**src/rtl/inst_fetch_pkg.sv**
```systemverilog
// Shared types for the instruction fetch stage: FSM state encoding and
// the buffer-space rule that gates a new memory request.
package inst_fetch_pkg;

  typedef enum logic [1:0] {
    IF_IDLE = 2'd0,
    IF_REQ  = 2'd1,
    IF_WAIT = 2'd2,
    IF_HOLD = 2'd3
  } if_state_e;

  // A reply always has somewhere to land: either slot of the two-deep buffer.
  function automatic logic can_issue(input logic out_valid, input logic pend_valid);
    return !out_valid || !pend_valid;
  endfunction

endpackage

```
**src/rtl/inst_fetch_buf.sv**
```systemverilog
// Two-deep fetch buffer: decoder-facing output register plus one pending slot.
// Keeps the valid/ready handshake stable independent of the fetch FSM.
module inst_fetch_buf #(
  parameter int ADDR_W = 32,
  parameter int DATA_W = 32
) (
  input  logic              clk,
  input  logic              rst_n,
  input  logic              flush_i,
  input  logic              load_i,
  input  logic [DATA_W-1:0] load_data_i,
  input  logic [ADDR_W-1:0] load_pc_i,
  input  logic              deq_i,
  output logic              out_valid_o,
  output logic [DATA_W-1:0] out_data_o,
  output logic [ADDR_W-1:0] out_pc_o,
  output logic              pend_valid_o
);

  logic              out_valid_q, out_valid_d;
  logic [DATA_W-1:0] out_data_q, out_data_d;
  logic [ADDR_W-1:0] out_pc_q, out_pc_d;
  logic              pend_valid_q, pend_valid_d;
  logic [DATA_W-1:0] pend_data_q, pend_data_d;
  logic [ADDR_W-1:0] pend_pc_q, pend_pc_d;
  logic              consume;

  assign consume = out_valid_q && deq_i;

  always_comb begin
    out_valid_d  = out_valid_q;
    out_data_d   = out_data_q;
    out_pc_d     = out_pc_q;
    pend_valid_d = pend_valid_q;
    pend_data_d  = pend_data_q;
    pend_pc_d    = pend_pc_q;
    if (flush_i) begin
      // Data is left in place; only the valid bits are killed.
      out_valid_d  = 1'b0;
      pend_valid_d = 1'b0;
    end else begin
      if (consume) out_valid_d = 1'b0;
      if (consume && pend_valid_q) begin
        out_valid_d  = 1'b1;
        out_data_d   = pend_data_q;
        out_pc_d     = pend_pc_q;
        pend_valid_d = 1'b0;
      end
      if (load_i) begin
        if (!out_valid_q || consume) begin
          out_valid_d = 1'b1;
          out_data_d  = load_data_i;
          out_pc_d    = load_pc_i;
        end else begin
          pend_valid_d = 1'b1;
          pend_data_d  = load_data_i;
          pend_pc_d    = load_pc_i;
        end
      end
    end
  end

  always_ff @(posedge clk or negedge rst_n) begin
    if (!rst_n) begin
      out_valid_q  <= 1'b0;
      out_data_q   <= '0;
      out_pc_q     <= '0;
      pend_valid_q <= 1'b0;
      pend_data_q  <= '0;
      pend_pc_q    <= '0;
    end else begin
      out_valid_q  <= out_valid_d;
      out_data_q   <= out_data_d;
      out_pc_q     <= out_pc_d;
      pend_valid_q <= pend_valid_d;
      pend_data_q  <= pend_data_d;
      pend_pc_q    <= pend_pc_d;
    end
  end

  assign out_valid_o  = out_valid_q;
  assign out_data_o   = out_data_q;
  assign out_pc_o     = out_pc_q;
  assign pend_valid_o = pend_valid_q;

endmodule

```
**src/rtl/inst_fetch.sv**
```systemverilog
// Fetch stage: one outstanding imem read at a time, two-deep reply buffer,
// flush drops wrong-path replies. FETCH_STALL_CNT_EN enables the starvation counter.
module inst_fetch
  import inst_fetch_pkg::*;
#(
  parameter int ADDR_W = 32,
  parameter int DATA_W = 32
) (
  input  logic              clk,
  input  logic              rst_n,
  input  logic [ADDR_W-1:0] pc,
  output logic              pc_adv,
  input  logic              flush,
  output logic              imem_req,
  output logic [ADDR_W-1:0] imem_addr,
  input  logic              imem_gnt,
  input  logic              imem_rvalid,
  input  logic [DATA_W-1:0] imem_rdata,
  output logic              inst_valid,
  output logic [DATA_W-1:0] inst,
  output logic [ADDR_W-1:0] inst_pc,
  input  logic              dec_ready,
  output logic [31:0]       stall_cnt
);

  if_state_e         state_q, state_d;
  logic [ADDR_W-1:0] req_pc_q, req_pc_d;
  logic              drop_q, drop_d;
  logic              pend_valid;
  logic              grant;
  logic              out_free;
  logic              buf_load;

  assign grant    = imem_req && imem_gnt;
  assign out_free = !inst_valid || dec_ready;

  always_ff @(posedge clk or negedge rst_n) begin
    if (!rst_n) begin
      state_q  <= IF_IDLE;
      req_pc_q <= '0;
      drop_q   <= 1'b0;
    end else begin
      state_q  <= state_d;
      req_pc_q <= req_pc_d;
      drop_q   <= drop_d;
    end
  end

  always_comb begin
    state_d  = state_q;
    req_pc_d = req_pc_q;
    drop_d   = drop_q;
    if (grant) req_pc_d = pc;
    unique case (state_q)
      IF_IDLE: state_d = IF_REQ;
      IF_REQ: begin
        if (grant) begin
          state_d = IF_WAIT;
          drop_d  = flush;
        end
      end
      IF_WAIT: begin
        if (imem_rvalid) begin
          // A reply landing with a flush is wrong-path too, so never wait for another.
          drop_d = 1'b0;
          if (!drop_q && !flush && !out_free) state_d = IF_HOLD;
          else                                state_d = IF_REQ;
        end else if (flush) begin
          drop_d = 1'b1;
        end
      end
      IF_HOLD: if (flush || dec_ready) state_d = IF_REQ;
      default: state_d = IF_IDLE;
    endcase
  end

  always_comb begin
    imem_req  = (state_q == IF_REQ) && can_issue(inst_valid, pend_valid);
    imem_addr = pc;
    pc_adv    = grant;
    buf_load  = (state_q == IF_WAIT) && imem_rvalid && !drop_q && !flush;
  end

  inst_fetch_buf #(
    .ADDR_W(ADDR_W),
    .DATA_W(DATA_W)
  ) u_buf (
    .clk         (clk),
    .rst_n       (rst_n),
    .flush_i     (flush),
    .load_i      (buf_load),
    .load_data_i (imem_rdata),
    .load_pc_i   (req_pc_q),
    .deq_i       (dec_ready),
    .out_valid_o (inst_valid),
    .out_data_o  (inst),
    .out_pc_o    (inst_pc),
    .pend_valid_o(pend_valid)
  );

`ifdef FETCH_STALL_CNT_EN
  logic [31:0] stall_q;
  always_ff @(posedge clk or negedge rst_n) begin
    if (!rst_n)          stall_q <= '0;
    else if (!inst_valid) stall_q <= stall_q + 32'd1;
  end
  assign stall_cnt = stall_q;
`else
  assign stall_cnt = '0;
`endif

endmodule

```
**config.mk**
```make
export PLATFORM = sky130hd
export DESIGN_NAME = inst_fetch
export DESIGN_NICKNAME = d
export VERILOG_FILES = /design/src/rtl/inst_fetch_pkg.sv /design/src/rtl/inst_fetch_buf.sv /design/src/rtl/inst_fetch.sv
export SDC_FILE = /design/constraint.sdc
export NUM_CORES = 1
export LEC_CHECK = 0
export BUFFER_PORTS_ARGS = -buffer_cell sky130_fd_sc_hd__clkbuf_2
export CAP_MARGIN = 0
export CORE_MARGIN = 3
export CORE_UTILIZATION = 40
export DETAILED_ROUTE_END_ITERATION = 7
export MAX_ROUTING_LAYER = met4
export PLACE_DENSITY = 0.66
export SLEW_MARGIN = 30
export SYNTH_ARGS = -nofsm -noshare
export SYNTH_HDL_FRONTEND = slang
export SYNTH_SLANG_ARGS = --single-unit
```
**constraint.sdc**
```tcl
create_clock -name clk -period 2 [get_ports clk]
set_input_delay 0 -clock clk [delete_from_list [all_inputs] [get_ports clk]]
set_output_delay 0 -clock clk [all_outputs]
set_load 0.05 [all_outputs]
```
==> flow_summary_export.csv, run 1 <==
group,metric,value,unit
power_and_ir_drop,leakage,0.00497,uW
sta,whs,-3.08,ps
die,num_io_pins,201,
critical_path,reg2reg_from,"state_q[1]",
status,violations,"negative hold slack",
critical_path,r2r_setup_slack,10,ps
critical_path,cp_slowest_cell,"or4_4",
final_layout,diodes,0,
worst_hold_path,min_from,"imem_gnt",
final_layout,nFillCells,1601,
placement,port_buffers,168,
placement,gp_congestion,0.755,
drt,drtIter0Drc,156,
global_route,grt_usage,17.4,%
synth,synth_seq_cells,165,
die,start_util,41.1,%
critical_path,cp.required,2310,ps
critical_path,reg2regPathDepth,6,
final_layout,layout_common_cells,"clkbuf_2, dfrtp_1, nor2_1",
cts,cts_made_buffers,17,
sta,worst_slew_pin_slew,527,ps
drt,drc,0,
critical_path,critical_path_class,"register to register",
sta,setup-violations-final,0,
critical_path,cp-end-kind,"register",
final_layout,final_common_cell,"clkbuf_2",
critical_path,reg2reg_to,"u_buf.out_pc_o[2]",
placement,placed_cell_area,0.00832,mm^2
die,die_h,143,um
synth,synthesis.area,0.00747,mm^2
sta,rsz0062_at_grt,"true",
worst_hold_path,min_path_type,"input port to register",
global_route,grt_max_degree,61,
final_layout,syn_to_final_growth,29.7,%
power_and_ir_drop,power.density,1350,mW/mm^2
cts,clkLatencyLatePin,420,ps
worst_hold_path,holdPathStages,4,
sta,fin_tns_setup,0,ps
synth,yosysWarningCount,0,
sta,slew_viol_final,0,
cts,cts_sinks,165,
placement,hpwl,10.6,mm
cts,htree_levels,4,
cts,clk_pin_slew,60,ps
die,fp.coreArea,0.0181,mm^2
die,fp.dieArea,0.0203,mm^2
die,die_x,143,um
final_layout,regArea,0.00413,mm^2
final_layout,fin_area,0.00968,mm^2
synth,synth_cell_types,35,
critical_path,crit_fanout,18,
critical_path,worstSetupStartpointType,"register",
global_route,grt_pass1_vias,5301,
drt,antenna_left,0,
synth,postSynthAreaPerCell,11.4,um^2
sta,period_share,99.5,%
sta,fin_crit,1990,ps
sta,fin_worst_skew,7.96,ps
sta,fmax,0.503,GHz
job,maxCapViolations,0,
worst_hold_path,hold_end,"req_pc_q[26]",
cts,ctsLongestPathBuffers,2,
drt,finalWirelength,17.2,mm
sta,relSlewSlack,64.8,%
critical_path,cp_cell_sequence,"ha_2, nor4bb_4, or4_4, buf_12, o22ai_2, nor2_1",
power_and_ir_drop,power,13000,uW
global_route,antenna_found_initial,0,
synth,synthCells,654,
final_layout,drive_above_1_share,38.6,%
status,status,"finished, violations left",
cts,cts_tree,"built",
synth,synth_seq_area_share,55.3,%
drt,drt_first_pass_iters,4,
power_and_ir_drop,ir_drop,779,uV
drt,vias,5240,
critical_path,critPathMaxStageDelay,650,ps
sta,hold_viol_final,1,
drt,wl_per_cell,15.5,um
final_layout,final_nets,937,
final_layout,multiInputGateArea,0.00280,mm^2
drt,via_per_inst,4.74,
critical_path,arrival,2300,ps
die,row_count,49,
global_route,overflow,0,
cts,clockRootBuffer,"clkbuf_16",
sta,timing.final.ws_setup,10.2,ps
placement,pre_cts_ws,43.5,ps
global_route,grt_pass1_wl,27.3,mm
-- logic make-up after synthesis --
family | Yosys count | share of synthesized area, %
buf+inv | 104 | 9.94
flops | 165 | 55.3
compound gates | 77 | 11.6
other cells | 1 | 0.0502
fa+ha+maj | 3 | 0.503
simple gates | 240 | 12.9
mux | 64 | 9.65
-- routing by layer --
layer	routed length, um	global-route usage, %	up-vias
li1	-	-	2520
met5	0	-	-
met1	8220	23.1	2574
met3	740	4.35	7
met4	97	3.95	0
met2	8090	27.3	139
-- Yosys cell counts --
cell / count / share of area (%)
dfrtp_1: 165 / 55
nor2_1: 131 / 6.6
nand2_1: 99 / 5.0
buf_4: 65 / 6.5
o22ai_2: 60 / 10
mux2_2: 49 / 7.4
mux2_1: 15 / 2.3
buf_2: 14 / 0.94
buf_6: 12 / 1.8
inv_1: 6 / 0.30
clkbuf_1: 5 / 0.25
o22ai_1: 4 / 0.34
a21oi_1: 3 / 0.20
ha_1: 3 / 0.50
and2_1: 2 / 0.17
o21ai_0: 2 / 0.13
a2111oi_0: 1 / 0.12
a211oi_1: 1 / 0.10
a21boi_0: 1 / 0.10
a41oi_1: 1 / 0.12
buf_1: 1 / 0.050
clkinv_1: 1 / 0.050
conb_1: 1 / 0.050
nand2b_1: 1 / 0.084
nand2b_2: 1 / 0.12
nand3_1: 1 / 0.067
nor2b_1: 1 / 0.084
nor4_4: 1 / 0.28
nor4b_1: 1 / 0.12
nor4bb_4: 1 / 0.34
o211a_1: 1 / 0.13
o211ai_1: 1 / 0.10
o32a_1: 1 / 0.13
o32ai_1: 1 / 0.12
or4_1: 1 / 0.10
-- where the power goes --
group          total, uW  internal [uW]  switching, uW
sequential          5020           4300            724
combinational       4950           1250           3690
clock               3060           1770           1290
total              13000           7310           5710
-- per-stage QoR --
stage	std cells	utilization [%]
finish	1105	53.4
global route	1105	53.4
CTS	1101	52.6
detailed placement	1002	45.8
global placement	1002	45.8
floorplan	685	-
-- state kept, by name, indices dropped and copies added, names as in the netlist --
register and flops:
state_q 2, u_buf.pend_data_q 32, req_pc_q 32, u_buf.out_valid_o 1
u_buf.pend_pc_q 32, u_buf.out_pc_o 32, u_buf.pend_valid_o 1, drop_q 1
u_buf.out_data_o 32
-- worst max-delay path by stage --
stage                      startpoint                    end  slack [ps]  cells after the start
CTS                        state_q[1]                 pc_adv           5                      6
global placement           state_q[0]    u_buf.pend_pc_q[10]          90                      6
floorplan           u_buf.out_valid_o  u_buf.pend_data_q[14]          40                      4
detailed placement         state_q[0]  u_buf.pend_data_q[24]          40                      6
global route               state_q[1]   u_buf.out_data_o[27]         -40                      6
finish                     state_q[1]      u_buf.out_pc_o[2]          10                      6
-- area by class of cell --
cell class              instances  share of cell area, %
flip-flops and latches        165                   42.7
multi-input cells             416                   28.9
repair buffers                257                   19.6
clock buffers                  22                   4.79
well taps                     229                   2.96
clock inverters                 9                  0.827
inverters                       7                  0.284
-- critical path: cells and delay by family, from the launching register on --
family                   cells  cell delay (ps)
AO/OA/AOI/OAI                1              130
adder cells (fa/ha/maj)      1              210
buffers and inverters        1              210
flip-flops                   1              420
AND/OR/NAND/NOR              3              880
-- repair_timing --
| action | 4_1_cts | 5_1_grt |
|---|---|---|
| pin swaps | 0 | 12 |
| endpoints found under the hold margin | 153 | 0 |
| setup endpoints to repair | 1 | 62 |
| setup buffers | 0 | 2 |
| hold buffers | 68 | 0 |
| cloned | 0 | 2 |
| gates resized for setup | 2 | 10 |
No activity file was read; power rests on OpenSTA's default activity.
==> run 2, diff against run 1 <==
--- a/config.mk
+++ b/config.mk
@@ -8,10 +8,10 @@
 export BUFFER_PORTS_ARGS = -buffer_cell sky130_fd_sc_hd__clkbuf_2
 export CAP_MARGIN = 0
 export CORE_MARGIN = 3
-export CORE_UTILIZATION = 40
+export CORE_UTILIZATION = 48
 export DETAILED_ROUTE_END_ITERATION = 7
 export MAX_ROUTING_LAYER = met4
-export PLACE_DENSITY = 0.66
+export PLACE_DENSITY = 0.77
 export SLEW_MARGIN = 30
 export SYNTH_ARGS = -nofsm -noshare
 export SYNTH_HDL_FRONTEND = slang
==> run 2 against run 1 <==
Effect of this change: the run now ends clean; sequential power about the same; total power decreased by 0.31%; final cell count decreased by 4.6%; die area decreased by 16%; sequential cell count unchanged; critical path type unchanged; maximum frequency increased by 5.7%; first-iteration DRC count increased by 65%; highest routed layer unchanged.
==> flow_summary_export.csv, run 2 (same netlist as run 1, synthesis figures left out) <==
group,metric,value,unit
drt,wl_per_cell,16.2,um
critical_path,critPathMaxStageDelay,470,ps
worst_hold_path,min_path_type,"input port to register",
critical_path,cp_slowest_cell,"or4_4",
drt,routedLengthMet1,7.24,mm
critical_path,cp_cell_sequence,"inv_1, ha_2, nor4bb_4, or4_4, buf_12, o22ai_1, nor2_1",
final_layout,final_nets,934,
sta,fmax,0.531,GHz
critical_path,cp-end-kind,"register",
drt,drt_first_pass_iters,4,
cts,ctsLongestPathBuffers,2,
sta,fin_crit,1880,ps
placement,port_buffers,168,
die,num_io_pins,201,
cts,cts_tree,"built",
final_layout,syn_to_final_growth,27.0,%
cts,clkLatencyLatePin,430,ps
drt,drtIter0Drc,257,
global_route,overflow,0,
sta,worst_slew_pin_slew,510,ps
final_layout,diodes,0,
critical_path,cp.buffers_inverters,2,
final_layout,drive_above_1_share,37.8,%
placement,gp_congestion,0.771,
cts,clk_pin_slew,60,ps
global_route,grt_max_degree,54,
die,fp.dieArea,0.0171,mm^2
power_and_ir_drop,ir_drop,952,uV
cts,clockRootBuffer,"clkbuf_16",
drt,wl_met2,8.70,mm
job,maxCapViolations,0,
die,die_h,131,um
drt,routed-wl-met3,936,um
cts,htree_levels,4,
drt,antenna_left,0,
drt,vias,5367,
sta,setup-violations-final,0,
sta,rsz0062_at_grt,"false",
die,die_x,131,um
global_route,antenna_found_initial,0,
placement,hpwl,10.4,mm
drt,via_per_inst,5.09,
final_layout,nFillCells,1127,
critical_path,critPathTopFamily,"simple AND/OR/NAND/NOR gates",
critical_path,cp.required,2310,ps
sta,relSlewSlack,66.0,%
power_and_ir_drop,leakage,0.00491,uW
cts,cts_made_buffers,17,
sta,fin_tns_setup,0,ps
sta,period_share,94.2,%
cts,cts_sinks,165,
power_and_ir_drop,power.density,1370,mW/mm^2
critical_path,crit_fanout,38,
final_layout,layout_common_cells,"clkbuf_2, dfrtp_1, nor2_1",
die,row_count,44,
global_route,grt_pass1_vias,5469,
drt,drc,0,
critical_path,arrival,2190,ps
sta,slew_viol_final,0,
global_route,grt_usage,20.8,%
critical_path,critical_path_class,"register to register",
drt,top_layer,"met4",
status,status,"complete, no violations",
sta,hold_viol_final,0,
sta,timing.final.ws_setup,117,ps
global_route,grt_pass1_wl,26.8,mm
die,start_util,50.2,%
drt,finalWirelength,17.1,mm
critical_path,worstSetupStartpointType,"register",
sta,fin_worst_skew,11.9,ps
placement,pre_cts_ws,51.4,ps
final_layout,final_common_cell,"clkbuf_2",
die,fp.coreArea,0.0149,mm^2
[run 2: cell types whose count changed in the layout (fill, tap and decap cells not counted), sizes merged]
cell,change
clkinv,-5
buf,-2
bufinv,+1
[run 2: report_power, final]
| part | internal [uW] | total, uW | leakage [uW] | switching [uW] |
|---|---|---|---|---|
| registers | 4300 | 5010 | 0.00218 | 710 |
| clock network | 1870 | 3090 | 0.000265 | 1220 |
| logic | 1220 | 4890 | 0.00247 | 3660 |
| total | 7390 | 13000 | 0.00491 | 5590 |
[run 2: through the flow]
step | hold WS, ps | instance area (um^2) | std cells | total power (uW) | utilization [%]
2_1_floorplan | -296 | 7580 | 685 | 8600 | -
3_3_place_gp | -10.2 | 8210 | 956 | 9700 | 55.2
3_5_place_dp | -8.05 | 8210 | 956 | 9820 | 55.2
4_1_cts | 0.0991 | 9440 | 1052 | 13100 | 63.5
5_1_grt | 71.0 | 9490 | 1054 | 13700 | 63.8
6_report | 28.9 | 9490 | 1054 | 13000 | 63.8
[run 2: worst register-to-register path, cell delays in order (launching register included)]
cell	delay [ps]
dfrtp_1	390
inv_1	70
ha_2	200
nor4bb_4	170
or4_4	470
buf_12	220
o22ai_1	190
nor2_1	60
[run 2: metal layers]
| metal | global-route usage, % | up-vias |
|---|---|---|
| met1 | 25.4 | 2649 |
| met5 | - | - |
| met3 | 4.88 | 21 |
| met4 | 6.05 | 0 |
| met2 | 34.6 | 194 |
| li1 | - | 2503 |
[run 2: area by class of cell]
| type | count | area, um^2 | area share (%) |
|---|---|---|---|
| flip-flops and latches | 165 | 4130 | 43.5 |
| inverters | 7 | 26.3 | 0.277 |
| clock inverters | 5 | 77.6 | 0.818 |
| repair buffers | 254 | 1810 | 19.1 |
| well taps | 184 | 230 | 2.43 |
| multi-input cells | 416 | 2740 | 28.9 |
| clock buffers | 23 | 468 | 4.93 |
[run 2: final timing paths]
path                                      start                   end  slack, ps  cells past startpoint
max                                  state_q[0]   u_buf.out_data_o[0]        120                      7
min                                 imem_rvalid                drop_q         30                      4
max reg2reg                          state_q[0]   u_buf.out_data_o[0]        120                      7
min reg2reg                u_buf.out_data_o[26]  u_buf.out_data_o[26]        510                      2
max in group asynchronous                 rst_n   u_buf.out_data_o[7]       1250                      3
min in group asynchronous                 rst_n  u_buf.out_data_o[28]         90                      2
[run 2: timing repair]
action                                 in CTS  in global routing
setup endpoints to repair                   1                111
pin swaps                                   0                  1
buffers inserted                            0                  1
cloned                                      0                  1
hold buffers                               68                  0
gates resized for setup                     3                  3
endpoints found under the hold margin     264                  0
==> run 3, diff against run 2 <==
--- a/config.mk
+++ b/config.mk
@@ -7,8 +7,10 @@
 export LEC_CHECK = 0
 export BUFFER_PORTS_ARGS = -buffer_cell sky130_fd_sc_hd__clkbuf_2
 export CAP_MARGIN = 0
+export CORE_ASPECT_RATIO = 0.6
 export CORE_MARGIN = 3
 export CORE_UTILIZATION = 48
+export CTS_BUF_LIST = sky130_fd_sc_hd__clkbuf_16
 export DETAILED_ROUTE_END_ITERATION = 7
 export MAX_ROUTING_LAYER = met4
 export PLACE_DENSITY = 0.77
==> run 3 against run 2 <==
Effect of this change: non-clock buffer count shrank 1; clock power grew 2%; global-route usage grew 0.35 points; cell area is essentially flat; maximum frequency shrank 2.9%; combinational power is essentially flat; wire length grew 1.7%; register-to-register slack lost 60 ps; clock-buffer cell count shrank 6; largest cell class unchanged; highest routed layer unchanged.
==> flow_summary_export.csv, run 3 (same netlist as run 1, synthesis figures left out) <==
group,metric,value,unit
final_layout,finalNonFillerCells,1071,
final_layout,regArea,0.00413,mm^2
critical_path,reg2regPathDepth,7,
power_and_ir_drop,seq_power_share,38.4,%
global_route,grt_usage,21.1,%
critical_path,cp-end-kind,"register",
cts,cts_made_buffers,17,
final_layout,syn_to_final_growth,27.1,%
cts,htree_levels,4,
sta,slew_viol_final,0,
placement,dp.cells,971,
power_and_ir_drop,intPower,7270,uW
cts,ctsLongestPathBuffers,2,
critical_path,reg2reg_to,"u_buf.out_data_o[31]",
global_route,overflow,0,
sta,fmax,0.515,GHz
critical_path,cp.required,2310,ps
power_and_ir_drop,power,13100,uW
die,fp.dieArea,0.0171,mm^2
job,maxCapViolations,0,
status,status,"complete, no violations",
sta,fin_crit,1940,ps
worst_hold_path,min_from,"imem_rvalid",
critical_path,critical_path_class,"register to register",
sta,fin_tns_setup,0,ps
drt,drt_first_pass_iters,4,
placement,gp_congestion,0.794,
final_layout,nFillCells,1168,
worst_hold_path,min_path_type,"input port to register",
sta,fin_worst_skew,6.11,ps
global_route,grt_max_degree,56,
sta,worst_slew_pin_slew,503,ps
drt,wl_per_cell,16.2,um
drt,drtIter0Drc,270,
critical_path,cp_slowest_cell,"or4_4",
global_route,antenna_found_initial,0,
drt,antenna_left,0,
sta,period_share,97.0,%
die,die_x,167,um
critical_path,cp_cell_sequence,"inv_1, ha_1, nor4bb_4, or4_4, buf_12, o22ai_1, nor2_1",
power_and_ir_drop,power_frac_clock,24.1,%
die,die_h,103,um
critical_path,r2r_setup_slack,60,ps
cts,clkLatencyLatePin,420,ps
drt,vias,5258,
cts,cts_sinks,165,
global_route,grt_pass1_wl,28.2,mm
drt,via_per_inst,4.91,
power_and_ir_drop,power.net_switching,5800,uW
drt,drc,0,
sta,rsz0062_at_grt,"true",
placement,hpwl,10.8,mm
die,fp.coreArea,0.0148,mm^2
power_and_ir_drop,leakage,0.00491,uW
worst_hold_path,hold_end,"state_q[0]",
final_layout,drive_above_1_share,38.3,%
global_route,grt_pass1_vias,5484,
worst_hold_path,holdPathStages,3,
cts,cts_setup_buffers,0,
power_and_ir_drop,ir_drop,890,uV
final_layout,final_common_cell,"clkbuf_2",
critical_path,reg2reg_from,"state_q[0]",
final_layout,layout_common_cells,"clkbuf_2, dfrtp_1, nor2_1",
final_layout,final_nets,933,
sta,hold_viol_final,0,
power_and_ir_drop,combPwrFrac,37.6,%
cts,cts_tree,"built",
critical_path,worstSetupStartpointType,"register",
sta,setup-violations-final,0,
final_layout,multiInputGateArea,0.00274,mm^2
final_layout,diodes,0,
die,row_count,34,
critical_path,critPathMaxStageDelay,490,ps
die,start_util,50.3,%
cts,clk_pin_slew,70,ps
die,num_io_pins,201,
critical_path,arrival,2250,ps
placement,port_buffers,168,
drt,finalWirelength,17.4,mm
critical_path,crit_fanout,24,
power_and_ir_drop,swShare,44.4,%
cts,clockRootBuffer,"clkbuf_16",
sta,relSlewSlack,66.4,%
power_and_ir_drop,power.density,1380,mW/mm^2
[run 3: changes by cell type in the layout (fill, tap and decap cells not counted), moves of 2 or more]
cell	delta
inv_8	+2
clkbuf_1	-4
inv_6	+5
ha_2	-2
clkbuf_8	-2
clkinv_4	+2
[run 3: what timing repair did]
item                                   in CTS  in global routing
endpoints found under the hold margin     227                  0
gates cloned                                0                  0
hold buffers                               68                  0
pin swaps                                   0                  2
setup endpoints to repair                   1                 57
resized for setup                           2                  3
[run 3: critical path: cells and delay by family (launching register included)]
kind / cells / cell delay (ps)
AND/OR/NAND/NOR: 3 / 740
flip-flops: 1 / 430
adder cells (fa/ha/maj): 1 / 240
buffers and inverters: 2 / 270
AO/OA/AOI/OAI: 1 / 150
[run 3: stage by stage]
step                      util [%]  instance area, um^2  worst slack (ps)  hold WS [ps]
after floorplan                  -                 7580              44.3          -296
after global placement        55.4                 8220               111         -5.44
after detailed placement      55.4                 8220              59.7         -8.73
after CTS                     63.8                 9470              28.0          22.1
after global routing          63.9                 9490             -8.78          39.9
final                         63.9                 9490              60.1          32.4
[run 3: routing by layer]
layer | global-route usage, % | vias up | part of all wire (%)
met5 | - | - | 0
met4 | 6.46 | 0 | 0.73
met3 | 3.98 | 14 | 6.0
met2 | 33.8 | 184 | 48
met1 | 27.9 | 2547 | 46
li1 | - | 2513 | -
[run 3: power by group through the flow]
stage | logic (uW) | registers, uW | clock network, uW
after CTS | 4910 | 5010 | 3220
after floorplan | 1610 | 6990 | 0
after global routing | 5260 | 5140 | 3350
final | 4910 | 5010 | 3140
after global placement | 4710 | 5030 | 0
after detailed placement | 4790 | 5050 | 0
[run 3: worst max-delay path by stage]
stage,start,end,slack (ps),cells past startpoint
floorplan,u_buf.out_valid_o,u_buf.pend_data_q[14],40,4
global placement,state_q[0],u_buf.pend_data_q[13],110,6
detailed placement,state_q[0],u_buf.out_data_o[15],60,7
CTS,state_q[1],pc_adv,30,6
global route,state_q[0],u_buf.out_data_o[6],-9,7
finish,state_q[0],u_buf.out_data_o[31],60,7
[run 3: area by class of cell]
cell class / count / share of cell area, %
sequential: 165 / 43.5
multi-input combinational: 416 / 28.9
timing repair buffer: 253 / 18.7
clock buffer: 17 / 4.48
tap: 198 / 2.61
clock inverter: 15 / 1.50
inverter: 7 / 0.277
